`config.mk`:
```
export PLATFORM = sky130hd
export DESIGN_NAME = multicycle_control_flat
export DESIGN_NICKNAME = d
export VERILOG_FILES = /design/src/rtl/multicycle_control_if.sv /design/src/rtl/multicycle_control.sv /design/src/flat_wrapper.sv
export SDC_FILE = /design/constraint.sdc
export NUM_CORES = 1
export LEC_CHECK = 0
export ABC_AREA = 1
export CORE_MARGIN = 8
export CORE_UTILIZATION = 40
export CTS_BUF_LIST = sky130_fd_sc_hd__clkbuf_8
export DETAILED_ROUTE_END_ITERATION = 16
export PLACE_DENSITY = 0.67
export SETUP_SLACK_MARGIN = 0.05
export SLEW_MARGIN = 20
export SYNTH_ARGS = -nofsm -noshare
export SYNTH_HDL_FRONTEND = slang
export SYNTH_SLANG_ARGS = --single-unit
```
`constraint.sdc`:
```
create_clock -name CLK -period 3.52 [get_ports CLK]
set_input_delay 0.88 -clock CLK [delete_from_list [all_inputs] [get_ports CLK]]
set_output_delay 0.88 -clock CLK [all_outputs]
set_load 0.01 [all_outputs]
```
`src/rtl/multicycle_control_if.sv`:
```
// Control bundle between the multicycle MIPS controller and its datapath.
// The master side is the controller: it samples the instruction fields and drives every mux and enable.
// The slave side is the datapath: it supplies Op, Funct and Zero.
interface multicycle_control_if #(
    parameter int CNT_W = 32
);
    logic [5:0]       Op;
    logic [5:0]       Funct;
    logic             Zero;
    logic             PCEn;
    logic             IorD;
    logic             MemRead;
    logic             MemWrite;
    logic             IRWrite;
    logic             RegDst;
    logic             MemtoReg;
    logic             RegWrite;
    logic             ALUSrcA;
    logic [1:0]       ALUSrcB;
    logic [1:0]       PCSource;
    logic [3:0]       ALUInSel;
    logic             IllegalOp;
    logic [CNT_W-1:0] InstrCount;
    logic [3:0]       State;

    modport master (
        input  Op, Funct, Zero,
        output PCEn, IorD, MemRead, MemWrite, IRWrite, RegDst, MemtoReg, RegWrite,
               ALUSrcA, ALUSrcB, PCSource, ALUInSel, IllegalOp, InstrCount, State
    );

    modport slave (
        output Op, Funct, Zero,
        input  PCEn, IorD, MemRead, MemWrite, IRWrite, RegDst, MemtoReg, RegWrite,
               ALUSrcA, ALUSrcB, PCSource, ALUInSel, IllegalOp, InstrCount, State
    );
endinterface

```
`src/rtl/multicycle_control.sv`:
```
// Moore control FSM for the multicycle MIPS datapath: fetch/decode/execute/memory/writeback.
// Latency: lw 5, sw/R/addi 4, beq/j 3, illegal opcode 2 cycles; outputs are combinational from state.
// No backpressure: one instruction in flight, every state advances each cycle; reset aborts at once.
module multicycle_control #(
    parameter int CNT_W = 32
) (
    input  logic                 CLK,
    input  logic                 RSTn,
    multicycle_control_if.master bus
);

    typedef enum logic [3:0] {
        RST_IDLE = 4'd0,
        FETCH    = 4'd1,
        DECODE   = 4'd2,
        MEMADR   = 4'd3,
        MEMRD    = 4'd4,
        MEMWB    = 4'd5,
        MEMWR    = 4'd6,
        EXEC_R   = 4'd7,
        ALUWB    = 4'd8,
        BRANCH   = 4'd9,
        ADDI_EX  = 4'd10,
        ADDI_WB  = 4'd11,
        JUMP     = 4'd12
    } state_t;

    localparam logic [5:0] OP_R    = 6'b000000;
    localparam logic [5:0] OP_LW   = 6'b100011;
    localparam logic [5:0] OP_SW   = 6'b101011;
    localparam logic [5:0] OP_BEQ  = 6'b000100;
    localparam logic [5:0] OP_ADDI = 6'b001000;
    localparam logic [5:0] OP_J    = 6'b000010;

    localparam logic [3:0] ALU_ADD = 4'b0010;
    localparam logic [3:0] ALU_SUB = 4'b0110;

    state_t           state_q, state_d;
    logic [CNT_W-1:0] count_q, count_d;
    // Set when the R-type in EXEC_R had an unknown funct; blocks the ALUWB register write.
    logic             wb_sup_q, wb_sup_d;

    logic [3:0]       r_alu;
    logic             funct_ok;

    // Funct field to ALU operation; unknown functs fall back to add and are flagged.
    always_comb begin
        r_alu    = ALU_ADD;
        funct_ok = 1'b1;
        case (bus.Funct)
            6'b100000: r_alu = ALU_ADD;
            6'b100010: r_alu = ALU_SUB;
            6'b000000: r_alu = 4'b0000;
            6'b000100: r_alu = 4'b0001;
            6'b000111: r_alu = 4'b0111;
            default:   funct_ok = 1'b0;
        endcase
    end

    // Next state, per-state control outputs, retire counter and write-suppress flag.
    always_comb begin
        state_d       = state_q;
        count_d       = count_q;
        wb_sup_d      = wb_sup_q;
        bus.PCEn      = 1'b0;
        bus.IorD      = 1'b0;
        bus.MemRead   = 1'b0;
        bus.MemWrite  = 1'b0;
        bus.IRWrite   = 1'b0;
        bus.RegDst    = 1'b0;
        bus.MemtoReg  = 1'b0;
        bus.RegWrite  = 1'b0;
        bus.ALUSrcA   = 1'b0;
        bus.ALUSrcB   = 2'b00;
        bus.PCSource  = 2'b00;
        bus.ALUInSel  = ALU_ADD;
        bus.IllegalOp = 1'b0;

        case (state_q)
            RST_IDLE: state_d = FETCH;
            FETCH: begin
                bus.MemRead = 1'b1;
                bus.IRWrite = 1'b1;
                bus.ALUSrcB = 2'b01;
                bus.PCEn    = 1'b1;
                wb_sup_d    = 1'b0;
                state_d     = DECODE;
            end
            DECODE: begin
                // Speculatively compute the branch target into ALUOutSR.
                bus.ALUSrcB = 2'b11;
                case (bus.Op)
                    OP_LW, OP_SW: state_d = MEMADR;
                    OP_R:         state_d = EXEC_R;
                    OP_BEQ:       state_d = BRANCH;
                    OP_ADDI:      state_d = ADDI_EX;
                    OP_J:         state_d = JUMP;
                    default: begin
                        bus.IllegalOp = 1'b1;
                        state_d       = FETCH;
                    end
                endcase
            end
            MEMADR: begin
                bus.ALUSrcA = 1'b1;
                bus.ALUSrcB = 2'b10;
                state_d     = (bus.Op == OP_LW) ? MEMRD : MEMWR;
            end
            MEMRD: begin
                bus.MemRead = 1'b1;
                bus.IorD    = 1'b1;
                state_d     = MEMWB;
            end
            MEMWB: begin
                bus.RegWrite = 1'b1;
                bus.MemtoReg = 1'b1;
                state_d      = FETCH;
            end
            MEMWR: begin
                bus.MemWrite = 1'b1;
                bus.IorD     = 1'b1;
                state_d      = FETCH;
            end
            EXEC_R: begin
                bus.ALUSrcA   = 1'b1;
                bus.ALUInSel  = r_alu;
                bus.IllegalOp = ~funct_ok;
                wb_sup_d      = ~funct_ok;
                state_d       = ALUWB;
            end
            ALUWB: begin
                bus.RegDst   = 1'b1;
                bus.RegWrite = ~wb_sup_q;
                state_d      = FETCH;
            end
            BRANCH: begin
                bus.ALUSrcA  = 1'b1;
                bus.ALUInSel = ALU_SUB;
                bus.PCSource = 2'b01;
                bus.PCEn     = bus.Zero;
                state_d      = FETCH;
            end
            ADDI_EX: begin
                bus.ALUSrcA = 1'b1;
                bus.ALUSrcB = 2'b10;
                state_d     = ADDI_WB;
            end
            ADDI_WB: begin
                bus.RegWrite = 1'b1;
                state_d      = FETCH;
            end
            JUMP: begin
                bus.PCSource = 2'b10;
                bus.PCEn     = 1'b1;
                state_d      = FETCH;
            end
            default: state_d = RST_IDLE;
        endcase

        // An instruction retires whenever control returns to FETCH, except the very first entry.
        if (state_d == FETCH && state_q != RST_IDLE) begin
            count_d = count_q + CNT_W'(1);
        end
    end

    // State, counter and suppress flag registers; reset drops straight to idle.
    always_ff @(posedge CLK or negedge RSTn) begin
        if (!RSTn) begin
            state_q  <= RST_IDLE;
            count_q  <= '0;
            wb_sup_q <= 1'b0;
        end else begin
            state_q  <= state_d;
            count_q  <= count_d;
            wb_sup_q <= wb_sup_d;
        end
    end

    assign bus.InstrCount = count_q;
    assign bus.State      = state_q;

endmodule

```
`src/flat_wrapper.sv`:
```
// flat-port wrapper written by rule: the top's interface ports become plain ports
module multicycle_control_flat 
#(
    parameter int CNT_W = 32
)
  (CLK, RSTn, bus_Op, bus_Funct, bus_Zero, bus_PCEn, bus_IorD, bus_MemRead, bus_MemWrite, bus_IRWrite, bus_RegDst, bus_MemtoReg, bus_RegWrite, bus_ALUSrcA, bus_ALUSrcB, bus_PCSource, bus_ALUInSel, bus_IllegalOp, bus_InstrCount, bus_State);
  multicycle_control_if #(.CNT_W(CNT_W)) bus_i ();
  input  logic CLK;
  input  logic RSTn;
  input wire logic [$bits(bus_i.Op)-1:0] bus_Op;
  input wire logic [$bits(bus_i.Funct)-1:0] bus_Funct;
  input wire logic [$bits(bus_i.Zero)-1:0] bus_Zero;
  output wire logic [$bits(bus_i.PCEn)-1:0] bus_PCEn;
  output wire logic [$bits(bus_i.IorD)-1:0] bus_IorD;
  output wire logic [$bits(bus_i.MemRead)-1:0] bus_MemRead;
  output wire logic [$bits(bus_i.MemWrite)-1:0] bus_MemWrite;
  output wire logic [$bits(bus_i.IRWrite)-1:0] bus_IRWrite;
  output wire logic [$bits(bus_i.RegDst)-1:0] bus_RegDst;
  output wire logic [$bits(bus_i.MemtoReg)-1:0] bus_MemtoReg;
  output wire logic [$bits(bus_i.RegWrite)-1:0] bus_RegWrite;
  output wire logic [$bits(bus_i.ALUSrcA)-1:0] bus_ALUSrcA;
  output wire logic [$bits(bus_i.ALUSrcB)-1:0] bus_ALUSrcB;
  output wire logic [$bits(bus_i.PCSource)-1:0] bus_PCSource;
  output wire logic [$bits(bus_i.ALUInSel)-1:0] bus_ALUInSel;
  output wire logic [$bits(bus_i.IllegalOp)-1:0] bus_IllegalOp;
  output wire logic [$bits(bus_i.InstrCount)-1:0] bus_InstrCount;
  output wire logic [$bits(bus_i.State)-1:0] bus_State;
  assign bus_i.Op = bus_Op;
  assign bus_i.Funct = bus_Funct;
  assign bus_i.Zero = bus_Zero;
  assign bus_PCEn = bus_i.PCEn;
  assign bus_IorD = bus_i.IorD;
  assign bus_MemRead = bus_i.MemRead;
  assign bus_MemWrite = bus_i.MemWrite;
  assign bus_IRWrite = bus_i.IRWrite;
  assign bus_RegDst = bus_i.RegDst;
  assign bus_MemtoReg = bus_i.MemtoReg;
  assign bus_RegWrite = bus_i.RegWrite;
  assign bus_ALUSrcA = bus_i.ALUSrcA;
  assign bus_ALUSrcB = bus_i.ALUSrcB;
  assign bus_PCSource = bus_i.PCSource;
  assign bus_ALUInSel = bus_i.ALUInSel;
  assign bus_IllegalOp = bus_i.IllegalOp;
  assign bus_InstrCount = bus_i.InstrCount;
  assign bus_State = bus_i.State;
  multicycle_control #(.CNT_W(CNT_W)) u_core (.CLK(CLK), .RSTn(RSTn), .bus(bus_i));
endmodule
```
-- Word level (Yosys, flattened, before mapping)
Cells that the tools add are included.
- register bits after elaboration: 37
- word-level logic and storage cells: 64
- bitwise logic cells: 2
- reduce and logical (&&, ||, !) cells: 16
- multiplexer cells: 20
- add/sub/neg operators: 1
- eq/ne operators: 22
- operators by type and width (operator ; count):
    32-bit by 1-bit adder with 32-bit output (second input constant) ; 1
    4-bit case mux with 7 select lines ; 1
    6-bit equality test (second input constant) ; 4
    4-bit equality test (second input constant) ; 5
    4-bit case mux with 5 select lines ; 1
    6-bit by 3-bit equality test with 1-bit output (second input constant) ; 3
    4-bit by 3-bit equality test with 1-bit output (second input constant) ; 4
    6-bit logical NOT ; 2
    3-bit case mux with 4 select lines ; 1
    2-bit OR reduction ; 6
    1-bit 2-to-1 mux ; 9
    4-bit by 1-bit equality test with 1-bit output (second input constant) ; 2
    4-bit by 2-bit equality test with 1-bit output (second input constant) ; 2
    1-bit case mux with 2 select lines ; 4
    7-bit OR reduction ; 1
    6-bit by 2-bit equality test with 1-bit output (second input constant) ; 1
    6-bit by 4-bit equality test with 1-bit output (second input constant) ; 1
    2-bit case mux with 3 select lines ; 1
    3-bit case mux with 2 select lines ; 1
    6-bit OR reduction ; 1
    5-bit OR reduction ; 1
    4-bit logical NOT ; 1
    2-bit case mux with 2 select lines ; 1
    4-bit nonzero test ; 1
    5 further kinds ; 6

-- Longest topological paths before layout
- depth after elaboration: 6
- gate-level depth with buffers: 12

-- Worst setup path before layout
No wires, ideal clock.
- kind: input-to-output
- start point: input bus_Funct[3]
- end point: output bus_ALUInSel[2]
- path buffers: 0
- data required time: 2.640 ns
- data arrival time: 1.691 ns
- cell stages on the path: 6
- slack: 0.949 ns
- cell sequence: nor2_1 nand2_1 nor3_1 o21bai_1 inv_1 o21ai_0
- longest elaborated chain between the ends: 3
- elaborated cells on any way between the ends: 6
- ends and longest elaborated chain (what ; RTL line ; source):
    start: declaration ; flat_wrapper.sv:11 ; input wire logic [$bits(bus_i.Funct)-1:0] bus_Funct;
    6-bit by 3-bit equality test with 1-bit output, or another cell as far along ; multicycle_control.sv:50 ; case (bus.Funct)
    3-bit case mux with 4 select lines * ; multicycle_control.sv:50 ;
    3-bit case mux with 2 select lines * ; multicycle_control.sv:79 ; case (state_q)
    end: declaration ; flat_wrapper.sv:24 ; output wire logic [$bits(bus_i.ALUInSel)-1:0] bus_ALUInSel;
Every way passes the cells marked *; elsewhere a longest branch is shown, timed or not.

-- Final worst setup path
- start point: input bus_Funct[1]
- end point: output bus_IllegalOp
- longest elaborated chain between the ends: 5
- elaborated cells on any way between the ends: 9
- ends and longest elaborated chain (what ; RTL line ; source):
    6-bit equality test, or another cell as far along ; multicycle_control.sv:50 ;
    5-bit OR reduction (no source line) * ; - ;
    1-bit 2-to-1 mux * ; multicycle_control.sv:50 ;
    1-bit NOT * ; multicycle_control.sv:127 ; bus.IllegalOp = ~funct_ok;
    1-bit case mux with 2 select lines * ; multicycle_control.sv:79 ;
    end: declaration ; flat_wrapper.sv:25 ; output wire logic [$bits(bus_i.IllegalOp)-1:0] bus_IllegalOp;
Marked as above.

==> results.toml <==
[run_status]
status = "completed"

[grt]
grt_usage_pct = 17.58
grt_util_met1_pct = 22.87
met3_usage_pct = 3.460
antenna_found_initial = 0
grt_max_degree = 38
met2_usage_pct = 28.72
grt_pass1_vias = 3056
grt.busiest_layer = "met2"
grt_pass1_wl_um = 14540
grt-ovfl-total = 0

[cells_and_area]
diodes = 0
area_delta_synth_final_pct = 29.49
post_route_cells_drive_above_1_share_pct = 7.075
nets = 538
nFillCells = 746
final_area_sq_mm = 0.003670
final_cell_mix = "nand2_1, clkdlybuf4s50_1, nand3_1, nor2_1, inv_1"
final-instance-count-excl-fill = 619
layout_commonest_cell = "nand2_1"

[logic_synthesis]
syn_inst = 454
synth_fp_nets = 470
yosysWarnings = 0
synthDistinctLibCells = 29
synth.yosys.seq_area_share_pct = 32.67
syn_area_per_cell_sq_um = 6.242
synth_seq_cells = 37
synth_area_sq_mm = 0.002834

[sta]
finalSetupViolCount = 0
slew_headroom_pct = 44.45
rsz0062_at_grt = "no"
layout_setup_ws_ns = 0.2392
fin_crit_ns = 3.281
post-route-period-util_pct = 93.21
skew_ns = 0.004756
timing_hold_violations_final = 0
max_freq_ghz = 0.3048
drv_slew = 0
worst_pin_slew_ns = 0.8333
tns_ns = 0

[floorplan]
placeableCoreArea_sq_mm = 0.006832
die_h_um = 100.2
fp.dieArea_sq_mm = 0.01003
die_w_um = 100.2
initial_core_util_pct = 41.48
row_count = 30
ios = 69

[detailed_routing]
antenna_left = 0
drc = 0
vias = 3028
routed_wl_um = 8301
first_pass_iters = 5
drt-initial-drc-count = 134
vias_per_cell = 4.892
wl_per_cell_um = 13.41

[setup_path]
critPathArrivalTime_ns = 2.40
crit_required_ns = 2.64
worstSetupEndpointType = "primary output"
path_class = "in -> out"
reg2reg_slack_ns = 1.46
cp_max_fo = 3
r2r-end = "u_core.bus.InstrCount[20]"
worstRegToRegCells = 9
cp-start-kind = "input port"
r2r-start = "u_core.bus.State[0]"

[cts]
postCtsHoldBufs = 0
cts_tree = "yes"
clockRootBuffer = "clkbuf_8"
worst_skew_pair.late_latency_ns = 0.29
clockBufferDepth = 2
cts.htree.levels = 2
clk_pin_slew_ns = 0.07
cts_made_buffers = 5
cts_setup_buffers = 0
cts_sinks = 37

[min_path]
hold_start = "u_core.bus.InstrCount[10]"
hp-class = "reg -> reg"
whs_path_depth = 2
holdPathEnd = "u_core.bus.InstrCount[10]"

[power]
power_density_mw_per_mm2 = 518.4
total_power_uw = 1903
p_leak_uw = 0.001717
switching_power_uw = 912.0
ir_worst_vdd_mv = 0.4396
p_seq_share_pct = 28.3
p_clk_share_pct = 15.2
switching_share_pct = 47.93
intPower_uw = 990.6
comb_power_share_pct = 56.5

[place]
routabilityCongestion = 0.9319
dp_worst_setup_slack_ns = -0.1080
hpwl_um = 6377
io_buffers = 67
place_area_sq_mm = 0.003563
dpl.cell_count = 611

[flow_run]
maxCapViolations = 0
worst max path at each step:
stage / startpoint / end / slack [ns] / cells after the start
global placement: bus_Funct[1] / bus_IllegalOp / -0.02 / 8
finish: bus_Funct[1] / bus_IllegalOp / 0.24 / 7
global route: bus_Funct[1] / bus_IllegalOp / 0.08 / 7
floorplan: bus_Funct[3] / bus_ALUInSel[2] / 0.95 / 6
CTS: bus_Funct[1] / bus_ALUInSel[1] / 0.06 / 7
detailed placement: bus_Funct[1] / bus_IllegalOp / -0.11 / 8
per-stage QoR:
step	util, %	hold WS (ns)
finish	53.72	0.5118
global route	53.72	0.5528
CTS	53.52	0.5187
detailed placement	52.16	0.5012
global placement	52.16	0.4986
floorplan	-	0.5075
worst max-delay path: stages:
cell and delay, ns:
clkdlybuf4s50_1 0.52, nor2_1 0.10, and3_1 0.20, nor3_2 0.21
nand3_1 0.12, o21ai_0 0.10, dlygate4sd2_1 0.29
registers in the layout (all words and copies together), names as in the netlist:
signal	flops
u_core.bus.State	4
u_core.bus.InstrCount	32
u_core.wb_sup_q	1
power by group through the flow:
| stage | Combinational, uW | Clock [uW] | Sequential (uW) |
|---|---|---|---|
| global route | 1190 | 320 | 548 |
| global placement | 1080 | 0 | 545 |
| floorplan | 756 | 0 | 554 |
| detailed placement | 1090 | 0 | 545 |
| CTS | 1090 | 303 | 537 |
| finish | 1080 | 288 | 538 |
cells by family after synthesis:
logic type | after synthesis | share of synthesized area [%]
buffers and inverters | 66 | 10.20
flip-flops | 37 | 32.67
adder cells (fa/ha/maj) | 1 | 0.4414
AO/OA/AOI/OAI | 10 | 2.473
AND/OR/NAND/NOR | 327 | 50.38
XOR/XNOR | 12 | 3.709
other | 1 | 0.1323
cells in the mapped netlist:
library cell	n	area, sq um
a21oi_1	1	5.000
clkbuf_1	2	7.510
dfrtp_1	37	925.9
nand3b_1	6	45.04
nor2_2	4	25.02
nand2_1	164	615.6
inv_1	51	191.4
o21bai_1	1	7.510
ha_1	1	12.51
nand3_1	60	300.3
nand2_2	4	25.02
buf_6	5	56.30
nor2_1	60	225.2
o31ai_1	1	7.510
nand4_1	2	12.51
a21oi_2	2	17.52
conb_1	1	3.750
nand3_2	1	10.01
nand3_4	1	17.52
xnor2_1	3	26.28
o21ai_0	3	15.01
nor2_4	4	45.04
buf_4	1	7.510
a211o_1	1	8.760
and3_1	1	6.260
xor2_1	9	78.83
inv_2	7	26.28
nor3_1	20	100.1
o221ai_1	1	8.760
repair_timing:
| action | in CTS | in global routing |
|---|---|---|
| resized for setup | 5 | 4 |
| pin swaps | 0 | 1 |
| endpoints found under the setup margin | 3 | 2 |
routing by layer:
layer	wire length (um)	share of wire (%)	vias to the layer above
met2	3662	44	87
met4	144	1.7	0
met1	3951	48	1375
li1	-	-	1553
met3	543	6.5	13
met5	0	0	-
area by class of cell:
type                       instances  area [sq um]  area share, %
clock buffer                       5         68.82          1.875
clock inverter                     3         13.76         0.3750
inverter                          58         217.7          5.932
multi-input combinational        351          1640          44.70
sequential                        37         925.9          25.23
tap                               96         120.1          3.273
timing repair buffer              69         683.2          18.62
(Power assumes the default switching activity.)
